===== src/rtl/mem_d_result_port.sv =====
// Test-result buffer, 64-bit cycle/instret counters and exit-code latch
// answering on the core's data-memory port with a fixed one-cycle response.
module mem_d_result_port #(
  parameter int NUM_RESULTS = 12,
  parameter int ADDR_W      = 9
) (
  input  logic        clk_i,
  input  logic        rst_i,
  input  logic [31:0] mem_d_addr_i,
  input  logic [31:0] mem_d_data_wr_i,
  input  logic        mem_d_rd_i,
  input  logic [3:0]  mem_d_wr_i,
  input  logic        mem_d_cacheable_i,
  input  logic [10:0] mem_d_req_tag_i,
  input  logic        mem_d_invalidate_i,
  input  logic        mem_d_writeback_i,
  input  logic        mem_d_flush_i,
  input  logic [1:0]  retire_i,
  output logic [31:0] mem_d_data_rd_o,
  output logic        mem_d_accept_o,
  output logic        mem_d_ack_o,
  output logic        mem_d_error_o,
  output logic [10:0] mem_d_resp_tag_o,
  output logic        done_o,
  output logic        pass_o,
  output logic [31:0] exit_code_o
);

  localparam int IDX_W = (NUM_RESULTS > 1) ? $clog2(NUM_RESULTS) : 1;
  localparam logic [ADDR_W-1:0] OFF_RES_END = ADDR_W'(4 * NUM_RESULTS);
  localparam logic [ADDR_W-1:0] OFF_CTRL    = ADDR_W'(12'h100);
  localparam logic [ADDR_W-1:0] OFF_CYC_LO  = ADDR_W'(12'h104);
  localparam logic [ADDR_W-1:0] OFF_CYC_HI  = ADDR_W'(12'h108);
  localparam logic [ADDR_W-1:0] OFF_INS_LO  = ADDR_W'(12'h10C);
  localparam logic [ADDR_W-1:0] OFF_INS_HI  = ADDR_W'(12'h110);
  localparam logic [ADDR_W-1:0] OFF_EXIT    = ADDR_W'(12'h114);

  function automatic logic [31:0] merge_bytes(input logic [31:0] old_w,
                                              input logic [31:0] new_w,
                                              input logic [3:0]  be);
    logic [31:0] res;
    res = old_w;
    for (int b = 0; b < 4; b++) begin
      if (be[b]) res[b*8 +: 8] = new_w[b*8 +: 8];
    end
    return res;
  endfunction

  function automatic logic [63:0] retire_count(input logic [1:0] ret);
    return 64'(ret[0]) + 64'(ret[1]);
  endfunction

  logic [31:0] r_result [NUM_RESULTS];
  logic [63:0] r_cycle;
  logic [63:0] r_instret;
  logic [31:0] r_cyc_shadow;
  logic [31:0] r_ins_shadow;
  logic        r_en;
  logic        r_done;
  logic        r_pass;
  logic [31:0] r_exit;
  logic        r_vld_p1;
  logic        r_err_p1;
  logic [31:0] r_rdata_p1;
  logic [10:0] r_tag_p1;

  logic [ADDR_W-1:0] w_off;
  logic [IDX_W-1:0]  w_idx;
  logic        w_maint, w_req, w_xfer, w_aligned, w_hit, w_err, w_act;
  logic        w_do_rd, w_do_wr, w_ctrl_wr, w_clr;
  logic        w_sel_res, w_sel_ctrl, w_sel_cyc_lo, w_sel_cyc_hi;
  logic        w_sel_ins_lo, w_sel_ins_hi, w_sel_exit;
  logic [31:0] w_rdata;
  logic        w_unused;

  assign w_unused = ^{mem_d_cacheable_i, mem_d_addr_i[31:ADDR_W]};

  assign w_off        = mem_d_addr_i[ADDR_W-1:0];
  assign w_idx        = w_off[IDX_W+1:2];
  assign w_maint      = mem_d_invalidate_i | mem_d_writeback_i | mem_d_flush_i;
  assign w_req        = mem_d_rd_i | (|mem_d_wr_i) | w_maint;
  assign w_xfer       = w_req & rst_i;
  assign w_aligned    = (w_off[1:0] == 2'b00);
  assign w_sel_res    = w_aligned && (w_off < OFF_RES_END);
  assign w_sel_ctrl   = (w_off == OFF_CTRL);
  assign w_sel_cyc_lo = (w_off == OFF_CYC_LO);
  assign w_sel_cyc_hi = (w_off == OFF_CYC_HI);
  assign w_sel_ins_lo = (w_off == OFF_INS_LO);
  assign w_sel_ins_hi = (w_off == OFF_INS_HI);
  assign w_sel_exit   = (w_off == OFF_EXIT);
  assign w_hit        = w_sel_res | w_sel_ctrl | w_sel_cyc_lo | w_sel_cyc_hi |
                        w_sel_ins_lo | w_sel_ins_hi | w_sel_exit;

  // Maintenance wins over rd/wr: it is answered cleanly and touches nothing.
  assign w_err     = !w_maint && !w_hit;
  assign w_act     = w_xfer && !w_maint && w_hit;
  assign w_do_rd   = w_act && mem_d_rd_i;
  assign w_do_wr   = w_act && (|mem_d_wr_i);
  assign w_ctrl_wr = w_do_wr && w_sel_ctrl && !r_done;
  assign w_clr     = w_ctrl_wr && mem_d_data_wr_i[0];

  always_comb begin
    w_rdata = '0;
    if (!w_maint) begin
      if (w_sel_res)         w_rdata = r_result[w_idx];
      else if (w_sel_cyc_lo) w_rdata = r_cycle[31:0];
      else if (w_sel_cyc_hi) w_rdata = r_cyc_shadow;
      else if (w_sel_ins_lo) w_rdata = r_instret[31:0];
      else if (w_sel_ins_hi) w_rdata = r_ins_shadow;
    end
  end

  // ---- p0 -> p1: request stage into response register ----
  always_ff @(posedge clk_i) begin
    if (!rst_i) begin
      r_vld_p1   <= 1'b0;
      r_err_p1   <= 1'b0;
      r_rdata_p1 <= '0;
      r_tag_p1   <= '0;
    end else begin
      r_vld_p1 <= w_xfer;
      if (w_xfer) begin
        r_err_p1   <= w_err;
        r_rdata_p1 <= w_err ? 32'd0 : w_rdata;
        r_tag_p1   <= mem_d_req_tag_i;
      end
    end
  end

  always_ff @(posedge clk_i) begin
    if (!rst_i) begin
      for (int i = 0; i < NUM_RESULTS; i++) r_result[i] <= '0;
    end else if (w_do_wr && w_sel_res) begin
      r_result[w_idx] <= merge_bytes(r_result[w_idx], mem_d_data_wr_i, mem_d_wr_i);
    end
  end

  // Increment uses the enable/done held this cycle, so an EXIT or CTRL
  // write only affects counting from the following cycle.
  always_ff @(posedge clk_i) begin
    if (!rst_i) begin
      r_en         <= 1'b1;
      r_cycle      <= '0;
      r_instret    <= '0;
      r_cyc_shadow <= '0;
      r_ins_shadow <= '0;
    end else begin
      if (w_ctrl_wr) r_en <= mem_d_data_wr_i[1];
      if (w_clr) begin
        r_cycle   <= '0;
        r_instret <= '0;
      end else if (r_en && !r_done) begin
        r_cycle   <= r_cycle + 64'd1;
        r_instret <= r_instret + retire_count(retire_i);
      end
      if (w_do_rd && w_sel_cyc_lo) r_cyc_shadow <= r_cycle[63:32];
      if (w_do_rd && w_sel_ins_lo) r_ins_shadow <= r_instret[63:32];
    end
  end

  always_ff @(posedge clk_i) begin
    if (!rst_i) begin
      r_done <= 1'b0;
      r_pass <= 1'b0;
      r_exit <= '0;
    end else if (w_do_wr && w_sel_exit && !r_done) begin
      r_done <= 1'b1;
      r_pass <= (mem_d_data_wr_i == 32'd0);
      r_exit <= mem_d_data_wr_i;
    end
  end

  // Gating with reset drops a response whose cycle coincides with reset.
  assign mem_d_accept_o   = rst_i;
  assign mem_d_ack_o      = r_vld_p1 & rst_i;
  assign mem_d_error_o    = r_err_p1 & rst_i;
  assign mem_d_data_rd_o  = r_rdata_p1;
  assign mem_d_resp_tag_o = r_tag_p1;
  assign done_o           = r_done;
  assign pass_o           = r_pass;
  assign exit_code_o      = r_exit;

endmodule


===== config.mk =====
export PLATFORM = sky130hd
export DESIGN_NAME = mem_d_result_port
export DESIGN_NICKNAME = d
export VERILOG_FILES = /design/src/rtl/mem_d_result_port.sv
export SDC_FILE = /design/constraint.sdc
export NUM_CORES = 1
export LEC_CHECK = 0
export CORE_ASPECT_RATIO = 1.25
export CORE_MARGIN = 10
export CORE_UTILIZATION = 45
export DETAILED_ROUTE_END_ITERATION = 12
export PLACE_DENSITY = 0.66
export SLEW_MARGIN = 25
export SYNTH_ARGS = -nofsm -noshare
export SYNTH_HDL_FRONTEND = slang
export SYNTH_SLANG_ARGS = --single-unit

===== constraint.sdc =====
create_clock -name clk_i -period 6.7 [get_ports clk_i]
set_input_delay 0.67 -clock clk_i [delete_from_list [all_inputs] [get_ports clk_i]]
set_output_delay 0.67 -clock clk_i [all_outputs]
set_load 0.01 [all_outputs]

# Word-level counts from Yosys, hierarchy flattened
# Memories as Yosys holds them, arrays and structs flattened.
# Index checks and enable logic that the tools add are counted.
# W data, S select, Z words.
[classes]
bitwise = 14
n_addsub = 3
muxes = 26
n_lt_le_gt_ge = 1
eq_ne = 6
reduce_logical = 23
[ops]
columns = ["cell", "n"]
rows = [
  ["$mux W32", 8],
  ["$mux W8", 12],
  ["$add A64 B1 Y64 const B", 1],
  ["$add A64 B2 Y64", 1],
  ["$eq A9 B9 Y1 const B", 6],
  ["$logic_not A32 Y1", 1],
  ["$reduce_or A32 Y1", 1],
  ["$logic_and A1 B1 Y1", 15],
  ["$or A1 B1 Y1", 10],
  ["$lt A9 B6 Y1 const B", 1],
  ["$mux W1", 5],
  ["$mux W4", 1],
  ["$reduce_or A4 Y1", 1],
  ["$and A1 B1 Y1", 3],
  ["$logic_not A1 Y1", 3],
  ["$add A1 B1 Y2", 1],
  ["$logic_not A2 Y1", 1],
  ["$reduce_or A2 Y1", 1],
  ["$not A1 Y1", 1],
]
[word_totals]
output_inout_bits = 80
memories = 1
regBits = 272
mem_bits_rw = 384
input_bits = 88
[mem_list]
columns = ["memory", "depth", "word_bits", "read_ports", "rd_clocked_by_memory_dff", "wr", "line", "text"]
rows = [
  ["r_result", 12, 32, 1, 0, 12, "53", "logic [31:0] r_result [NUM_RESULTS];"],
]

# Longest topological paths before layout
[logic_depth]
word_depth = 16
mapped_depth = 10

# Worst setup path before layout
# Ideal clock, no wire load.
[synth_path]
path_type = "in2reg"
start = "input port mem_d_addr_i[4]"
end = "memory r_result[4][0] (enable)"
setup_time_ps = 389
n_path_buf = 5
stages = 8
t_arrival_ps = 3105
path_slack_ps = 3206
path_cell_list = "buf_2 > buf_2 > buf_2 > nor4b_2 > clkbuf_1 > nand2_1 > clkbuf_1 > nand2_1"
[synth_rtl]
columns = ["item", "line", "text"]
rows = [
  ["from (decl)", "9", "input logic [31:0] mem_d_addr_i,"],
  ["to (decl)", "53", ""],
]

==> impl_metrics.csv <==
group,metric,value,unit
status,outcome,"finished clean",
floorplan,num_io_pins,168,
clock_network,cts_made_buffers,78,
floorplan,std_cell_rows,113,
clock_network,path_clk_slew,0.06,ns
yosys,ys_warn_count,0,
power_and_ir_drop,powerDensity,260.4,mW/mm2
clock_network,cts_resized,0,
setup_path,path_cells,"buf_4, nor4b_1, o2111ai_1, buf_4, nor2_1, nand3_2, buf_4, nand2_2, buf_4",
sta,skew,0.03215,ns
clock_network,ctsHoldBuffers,0,
setup_path,crit_buf_inv,4,
power_and_ir_drop,total_power,10.38,mW
floorplan,die_width,267.0,um
sta,relSlewSlack,30.97,%
sta,fmax,236.6,MHz
route,wl_per_cell,24.25,um
setup_path,r2r.worst_path.cells,5,
power_and_ir_drop,p_leak,13.83,nW
route,drc,0,
sta,hold_viol,0,
global_routing,grt_overflow_total,0,
yosys,synth_fa_ha_area_share,0.1313,%
sta,worst_slew_pin_slew,1.033,ns
cells_and_area,drive_gt1_share,11.96,%
setup_path,cpMostUsedCell,"buf_4",
global_routing,grt_max_degree,71,
yosys,synth_cell_types,60,
clock_network,root_buffer,"clkbuf_16",
sta,rsz0062_at_grt,"false",
setup_path,slowest_delay,0.74,ns
setup_path,cpLargestDelayFamily,"simple AND/OR/NAND/NOR gates",
yosys,synth-edff-count,512,
cells_and_area,mostFrequentLayoutCells,"edfxtp_1, nor2_1, nand2_1",
setup_path,crit_path_start_kind,"input port",
job,drv_cap,0,
sta,period_share,63.08,%
yosys,syn_avg_cell_area,11.76,um2
setup_path,cp_data_required_time,7.00,ns
global_routing,grt_pass1_wl,150400,um
yosys,netlist_area,0.03431,mm2
cells_and_area,final_nets,3220,
route,dr.pass1.iters,7,
setup_path,arrival,4.53,ns
yosys,yosysSeqAreaShare,60.69,%
setup_path,cp.depth,9,
route,routed_via_density,5.883,
setup_path,crit_fanout,36,
cells_and_area,area_growth,16.22,%
clock_network,cts_tree,"done",
setup_path,end_kind,"flop",
floorplan,die_area,0.08775,mm2
sta,finalSetupTns,0,ns
global_routing,grt_pass1_vias,24677,
sta,final.min_clock_period,4.227,ns
yosys,yosys.area_share.simple,15.60,%
route,routed_wirelength,101200,um
min_path,min-delay-path-class,"flop to flop",
floorplan,core_area,0.07578,mm2
place,port_buffers,143,
min_path,hold_depth,2,
sta,setup_viol,0,
setup_path,crit_slowest_cell,"nor4b_1",
cells_and_area,layout_commonest_cell,"edfxtp_1",
clock_network,cts_max_level,3,
yosys,ys_seq_elements,784,
yosys,synth_xor_area_share,2.323,%
route,vias,24540,
yosys,synth_mux_area_share,9.162,%
power_and_ir_drop,ir_drop,0.0001664,V
cells_and_area,diodes,0,
yosys,synth_cells,2918,
yosys,synth-main-ff-cell,"edfxtp_1",
floorplan,start_util,45.27,%
global_routing,grt_antenna_before_repair,3,
floorplan,die_h,328.7,um
yosys,synthArstFlopShare,0,%
clock_network,insertion_delay,0.65,ns
global_routing,grt_usage,22.74,%
sta,maxSlewViolCount,0,
yosys,synth_compound_area_share,8.465,%
clock_network,post_cts_buffers,0,
route,dr.first_iter.drc_count,2914,
place,gp_congestion,0.8908,
place,dp_hpwl,63550,um
route,ant_nets,0,
setup_path,crit_type,"input port to flop",
clock_network,cts.path.max_buffers,3,
clock_network,cts_sinks,784,
yosys,synth_top_family_by_area,"simple AND/OR/NAND/NOR gates",
[final cells by class]
type,instances,area [um2]
Clock buffer,110,2203
Clock inverter,35,331.6
Fill cell,6490,35910
Inverter,72,270.3
Multi-Input combinational cell,1956,12880
Sequential cell,784,20820
Tap cell,977,1222
Timing Repair Buffer,237,2147
[worst paths after layout]
| check | start | end | slack [ns] |
|---|---|---|---|
| worst max-delay path | rst_i | r_result[2][26] | 2.47 |
| worst min-delay path | r_cyc_shadow[13] | r_cyc_shadow[13] | 0.45 |
| worst max register to register | r_cycle[11] | r_cycle[50] | 3.59 |
| worst min register to register | r_cyc_shadow[13] | r_cyc_shadow[13] | 0.45 |
[state kept, by name, indices dropped and copies added (netlist names)]
name and flops:
r_result 512, r_cycle 64, r_instret 64, exit_code_o 32, mem_d_data_rd_o 32, r_cyc_shadow 32
r_ins_shadow 32, mem_d_resp_tag_o 11, done_o 1, pass_o 1, r_en 1, r_err_p1 1
r_vld_p1 1
[power by group]
part	switching, mW	internal (mW)	leakage [nW]
logic	0.426	0.259	5.17
registers	0.0478	5.31	7.42
clock network	1.88	2.47	1.24
[logic make-up after synthesis]
| family | Yosys count |
|---|---|
| AO/OA/AOI/OAI | 406 |
| XOR/XNOR | 91 |
| adder cells (fa/ha/maj) | 3 |
| buffers and inverters | 305 |
| flip-flops | 784 |
| multiplexers | 154 |
| other | 1 |
| AND/OR/NAND/NOR | 1174 |
[metal layers]
| metal | part of all wire, % | global-route usage, % | wire (um) |
|---|---|---|---|
| met1 | 38 | 27.99 | 38170 |
| met2 | 50 | 38.80 | 50080 |
| met3 | 9.2 | 4.538 | 9314 |
| met4 | 3.6 | 8.890 | 3598 |
| met5 | 0 | 0 | 0 |
[synthesized netlist by cell type, types with 45 or more instances]
master    number  share of area, %
mux4_2       128               8.4
nand3_1       53              0.77
nor2_1       512               5.6
nor4_1        45              0.82
a22o_1        64               1.6
a21boi_1      47               1.0
clkbuf_1     152               1.7
o21ai_0       60              0.88
buf_2         69               1.0
a21boi_0      69               1.5
o31ai_1       55               1.2
inv_1         72              0.79
nand2_1      308               3.4
dfxtp_1      272                16
xnor2_1       63               1.6
nor3_1        54              0.79
edfxtp_1     512                45
[per-stage QoR]
step / std cells / instance area [um2] / utilization (%) / setup WS (ns) / hold slack (ns)
floorplan: 3045 / 34780 / - / 3.206 / 0.4301
global placement: 4025 / 37320 / 49.24 / 1.994 / 0.4401
detailed placement: 4025 / 37320 / 49.24 / 1.943 / 0.4467
CTS: 4170 / 39850 / 52.59 / 2.596 / 0.4538
global route: 4171 / 39870 / 52.61 / 2.329 / 0.4759
finish: 4171 / 39870 / 52.61 / 2.473 / 0.4530
[worst register-to-register path, stage by stage (launching register included)]
cell	delay, ns
dfxtp_1	0.41
nand3_1	0.36
or4_4	0.76
nand2b_1	0.61
or4_1	0.68
a21oi_1	0.20
(Power assumes the default switching activity.)
